**src/rtl/oam_dma.sv**
```systemverilog
// OAM DMA engine. A CPU write to the DMA control register latches a source
// page. The engine then copies OAM_BYTES consecutive bytes from that page
// into OAM, one byte per CYCLES_PER_BYTE clocks. `active` is high for the
// whole transfer so that the bus arbiter can block CPU access to the source.
//
// Handshake: there is no valid/ready flow control. The source port is read
// combinationally: `dma_read_en` and `dma_addr` are held for a whole byte slot,
// and `dma_rdata` must be valid in the same cycle. The OAM port is a
// fire-and-forget strobe: `oam_write_en` is high for exactly one clock per byte.
module oam_dma #(
   parameter int          CYCLES_PER_BYTE = 4,
   parameter int          OAM_BYTES       = 160,
   parameter logic [15:0] DMA_REG_ADDR    = 16'hFF46
) (
   input  logic        clk,
   input  logic        reset,
   input  logic [15:0] cpu_addr,
   input  logic [7:0]  cpu_wdata,
   input  logic        cpu_write_en,
   input  logic        cpu_read_en,
   output logic [7:0]  cpu_rdata,
   output logic [15:0] dma_addr,
   output logic        dma_read_en,
   input  logic [7:0]  dma_rdata,
   output logic [7:0]  oam_addr,
   output logic [7:0]  oam_wdata,
   output logic        oam_write_en,
   output logic        active
);

   // A sub-counter of at least one bit keeps CYCLES_PER_BYTE == 1 legal.
   localparam int SUB_W = (CYCLES_PER_BYTE > 1) ? $clog2(CYCLES_PER_BYTE) : 1;
   localparam logic [SUB_W-1:0] SUB_LAST = SUB_W'(CYCLES_PER_BYTE - 1);
   localparam logic [7:0]       IDX_LAST = 8'(OAM_BYTES - 1);

   typedef enum logic [1:0] {
      IDLE  = 2'd0,
      SETUP = 2'd1,
      XFER  = 2'd2
   } state_t;

   state_t           state, state_nxt;
   logic [SUB_W-1:0] sub, sub_nxt;
   logic [7:0]       idx, idx_nxt;
   logic [7:0]       page;
   logic             reg_sel;
   logic             reg_wr;
   logic [15:0]      base;

   assign reg_sel = (cpu_addr == DMA_REG_ADDR);
   assign reg_wr  = cpu_write_en && reg_sel;

   // Pages 0xE0 and up are echo RAM; fold them back onto work RAM.
   assign base = (page >= 8'hE0) ? {page & 8'hDF, 8'h00} : {page, 8'h00};

   // Register readback is combinational and shows the page from the last edge.
   assign cpu_rdata = (cpu_read_en && reg_sel) ? page : 8'hFF;

   assign active = (state != IDLE);

   // Control register: latches the source page on every CPU write.
   always_ff @(posedge clk or negedge reset) begin
      if (!reset) begin
         page <= 8'hFF;
      end else if (reg_wr) begin
         page <= cpu_wdata;
      end
   end

   // State and counter registers.
   always_ff @(posedge clk or negedge reset) begin
      if (!reset) begin
         state <= IDLE;
         sub   <= '0;
         idx   <= 8'h00;
      end else begin
         state <= state_nxt;
         sub   <= sub_nxt;
         idx   <= idx_nxt;
      end
   end

   // Next-state logic; a register write restarts from SETUP in any state.
   always_comb begin
      state_nxt = state;
      sub_nxt   = sub;
      idx_nxt   = idx;
      unique case (state)
         IDLE: begin
            sub_nxt = '0;
            idx_nxt = 8'h00;
         end
         SETUP: begin
            if (sub == SUB_LAST) begin
               state_nxt = XFER;
               sub_nxt   = '0;
               idx_nxt   = 8'h00;
            end else begin
               sub_nxt = sub + 1'b1;
            end
         end
         XFER: begin
            if (sub == SUB_LAST) begin
               sub_nxt = '0;
               if (idx == IDX_LAST) begin
                  state_nxt = IDLE;
                  idx_nxt   = 8'h00;
               end else begin
                  idx_nxt = idx + 8'd1;
               end
            end else begin
               sub_nxt = sub + 1'b1;
            end
         end
         default: begin
            state_nxt = IDLE;
            sub_nxt   = '0;
            idx_nxt   = 8'h00;
         end
      endcase
      if (reg_wr) begin
         state_nxt = SETUP;
         sub_nxt   = '0;
         idx_nxt   = 8'h00;
      end
   end

   // Datapath outputs: driven only in XFER, idle values otherwise. The final
   // byte of a slot is still written when a restart lands on the same edge.
   always_comb begin
      dma_read_en  = 1'b0;
      dma_addr     = 16'h0000;
      oam_write_en = 1'b0;
      oam_addr     = 8'h00;
      oam_wdata    = 8'h00;
      if (state == XFER) begin
         dma_read_en  = 1'b1;
         dma_addr     = base + {8'h00, idx};
         oam_write_en = (sub == SUB_LAST);
         oam_addr     = idx;
         oam_wdata    = dma_rdata;
      end
   end

endmodule

```
**config.mk**
```make
export PLATFORM = sky130hd
export DESIGN_NAME = oam_dma
export DESIGN_NICKNAME = d
export VERILOG_FILES = /design/src/rtl/oam_dma.sv
export SDC_FILE = /design/constraint.sdc
export NUM_CORES = 1
export LEC_CHECK = 0
export ABC_CLOCK_PERIOD_IN_PS = 1700
export CAP_MARGIN = 20
export CORE_MARGIN = 2
export CORE_UTILIZATION = 50
export CTS_CLUSTER_DIAMETER = 200
export DETAILED_ROUTE_END_ITERATION = 12
export DONT_BUFFER_PORTS = 1
export PLACE_DENSITY = 0.74
export SLEW_MARGIN = 40
export SYNTH_ARGS = -nofsm -noshare
export SYNTH_HDL_FRONTEND = slang
export SYNTH_SLANG_ARGS = --single-unit
```
**constraint.sdc**
```tcl
create_clock -name clk -period 1.7 [get_ports clk]
set_clock_uncertainty 0.05 [all_clocks]
set_input_delay 0.17 -clock clk [delete_from_list [all_inputs] [get_ports clk]]
set_output_delay 0.17 -clock clk [all_outputs]
set_load 0.05 [all_outputs]
```
==> flow_summary.json <==
{
  "via_per_inst": 5.707,
  "io_pins": 79,
  "drv_cap": 0,
  "die_y_um": 55.84,
  "synth_area_um2": 1344,
  "p_clk_frac": 0.354,
  "syn_avg_cell_area_um2": 9.809,
  "finalHoldViolCount": 0,
  "synth_cells": 137,
  "cts_tree": "yes",
  "cts_num_sinks": 20,
  "fmax_ghz": 0.5818,
  "h-tree-depth": 1,
  "path_class": "flop to flop",
  "p_int_w": 0.0006271,
  "report.final.setup_viol": 4,
  "grt_max_degree": 23,
  "outcome": "finished with violations",
  "synth.top_cell.area_share": 0.2235,
  "clkLatencyLatePin_ns": 0.31,
  "syn2layout_area_growth_pct": 33.52,
  "cp.required_ns": 1.90,
  "dp_hpwl_um": 2213,
  "yosysWarnings": 0,
  "rows": 18,
  "ir_worst_vdd_mv": 0.3632,
  "violations": "negative setup slack",
  "fin_cells": 188,
  "die_x_um": 55.84,
  "syn-num-nets": 178,
  "clock_path_buffers": 2,
  "diodes": 0,
  "synth_area_leaders": "dfrtp_1 22%, dfstp_2 16%, and2_1 12%, mux2_2 5.9%, ha_1 4.7%",
  "drtPass1Iterations": 4,
  "drt_wl_total_um": 3194,
  "antenna_found_initial": 0,
  "hold_slack_ns": 0.1392,
  "drc": 0,
  "crit_fanout": 6,
  "drtIter0Drc": 27,
  "maxSlewViolCount": 0,
  "dp.cells": 170,
  "cp-start-kind": "flop",
  "power.leakage_nw": 0.7923,
  "rsz0062_at_grt": "true",
  "design_area_um2": 1794,
  "yosysUniqueCellTypes": 37,
  "synth_seq_area_share": 0.3799,
  "nNetsFinal": 200,
  "setup_ws_ns": -0.01894,
  "p_sw_w": 0.0001627,
  "grtUsageTotal": 0.1886,
  "clockRootBuffer": "clkbuf_4",
  "core_um2": 2522,
  "detail_route.wl_per_cell_um": 16.99,
  "grt_pass1_wl_um": 4636,
  "power_frac_comb": 0.042,
  "seq_power_share": 0.604,
  "slew_headroom": 0.7143,
  "arrival_ns": 1.92,
  "layout-drive-gt1-share": 0.5506,
  "start_util": 0.5327,
  "yosys.area.top_type": "dfrtp_1",
  "cellPowerDensity_nw_per_um2": 440.2,
  "ant_nets": 0,
  "post-route-period-util": 1.011,
  "ys_ff_latch": 20,
  "cts.clk_slew.worst_paths_ns": 0.11,
  "port_buffers": 0,
  "switching_share": 0.2060,
  "min_path_type": "primary input to flop",
  "min_period_ns": 1.719,
  "dpl_cell_area_um2": 1535,
  "place.gp.congestion": 0.9082,
  "die-area_um2": 3118,
  "fin_util": 0.7113,
  "rrSetupSlack_ns": -0.02,
  "cts_buffers": 3,
  "num_vias": 1073,
  "grt_pass1_vias": 1040,
  "tightest_slew_ns": 0.4285,
  "grt.overflow.total": 0,
  "crit_path_end_kind": "flop"
}
[cells in the final DEF, fill, tap and decap left out, types with 2 or more instances in the layout]
cell type / count
a21oi_1: 4
and2_1: 2
and2_2: 6
and2_4: 18
and3_1: 2
buf_12: 7
buf_4: 10
buf_6: 2
clkbuf_4: 3
dfrtp_1: 12
dfstp_2: 8
dlygate4sd3_1: 10
ha_1: 3
inv_1: 3
mux2_2: 7
nand2_1: 5
nand3_1: 2
nand4bb_1: 3
nor2_1: 5
nor3_1: 5
o31ai_1: 2
or2_2: 8
xnor2_1: 4
[logic make-up after synthesis]
| kind of cell | share of synthesized area |
|---|---|
| and+or+nand+nor | 0.3268 |
| DFF | 0.3799 |
| muxes | 0.06704 |
| buffers and inverters | 0.08938 |
| xor gates and xnor gates | 0.02607 |
| AOI/OAI and AO/OA | 0.06424 |
| adders and majority gates | 0.04655 |
[power groups by stage]
stage | Clock [W] | Combinational [W] | Sequential [W]
2_1_floorplan | 0 | 0.00000443 | 0.000485
6_report | 0.000280 | 0.0000333 | 0.000477
5_1_grt | 0.000310 | 0.0000365 | 0.000477
3_5_place_dp | 0 | 0.00000479 | 0.000485
3_3_place_gp | 0 | 0.00000461 | 0.000485
4_1_cts | 0.000286 | 0.0000319 | 0.000477
[worst paths after layout]
kind	startpoint	endpoint	cells past startpoint
worst max-delay path	state[0]	state[1]	5
worst min-delay path	cpu_addr[9]	state[0]	4
worst max register to register	state[0]	state[1]	5
worst min register to register	sub[0]	sub[0]	1
max in group asynchronous	reset	page[7]	2
min in group asynchronous	reset	state[0]	2
[registers in the layout (all words and copies together) (netlist names)]
| register | flops |
|---|---|
| page | 8 |
| sub | 2 |
| state | 2 |
| idx | 8 |
[layout make-up]
type / count / area, um2
inverter: 4 / 15.01
sequential: 20 / 510.5
timing repair buffer: 31 / 367.9
tap: 30 / 37.54
fill: 175 / 728.2
clock buffer: 4 / 36.28
multi-input combinational: 99 / 827.0
[worst max-delay path, cell delays in order (launching register included)]
cell and delay [ns]:
dfrtp_1 0.41, buf_4 0.15, ha_2 0.19, o21ba_4 0.22, or4b_4 0.51, a21oi_2 0.12
[synth_stat cells (all sizes together)]
master and instances:
nor2 5, nor2b 1, o21a 1, nor4b 1, or2 8, mux2 8, buf 11, nand2 7
nand4bb 3, and4bb 1, ha 5, a21oi 6, nor3 6, inv 4, and3 3, or4b 1
nand4 1, o21ba 1, nand4b 1, xnor2 4, nand3 3, clkbuf 3, nor3b 1, o21ai 1
dfstp 8, o31ai 2, and2 26, nor4 1, a21o 1, dfrtp 12, a31oi 1
[stage by stage]
step / setup TNS (ns) / setup WS (ns) / power, W
2_1_floorplan: 0 / 0.006953 / 0.0004897
3_3_place_gp: 0 / 0.06679 / 0.0004899
3_5_place_dp: -0.02201 / -0.02201 / 0.0004901
4_1_cts: -0.3707 / -0.03002 / 0.0007951
5_1_grt: -1.015 / -0.07393 / 0.0008239
6_report: -0.06168 / -0.01894 / 0.0007898
[metal layers]
layer / GRT usage / share of wire / routed length [um]
met5: 0 / 0 / 0
met4: 0.07483 / 0.021 / 67
met3: 0.02326 / 0.060 / 193
met2: 0.3554 / 0.55 / 1761
met1: 0.2135 / 0.37 / 1172
[repair_timing]
item                                    CTS  global route
endpoints found under the setup margin   28            47
hold endpoints to repair                 29            12
gates resized for setup                   3            24
gates cloned                              0             1
setup buffers                             0             2
pin swaps                                 1             6
hold buffers                             10             1
Power figures use the tool's default switching activity.
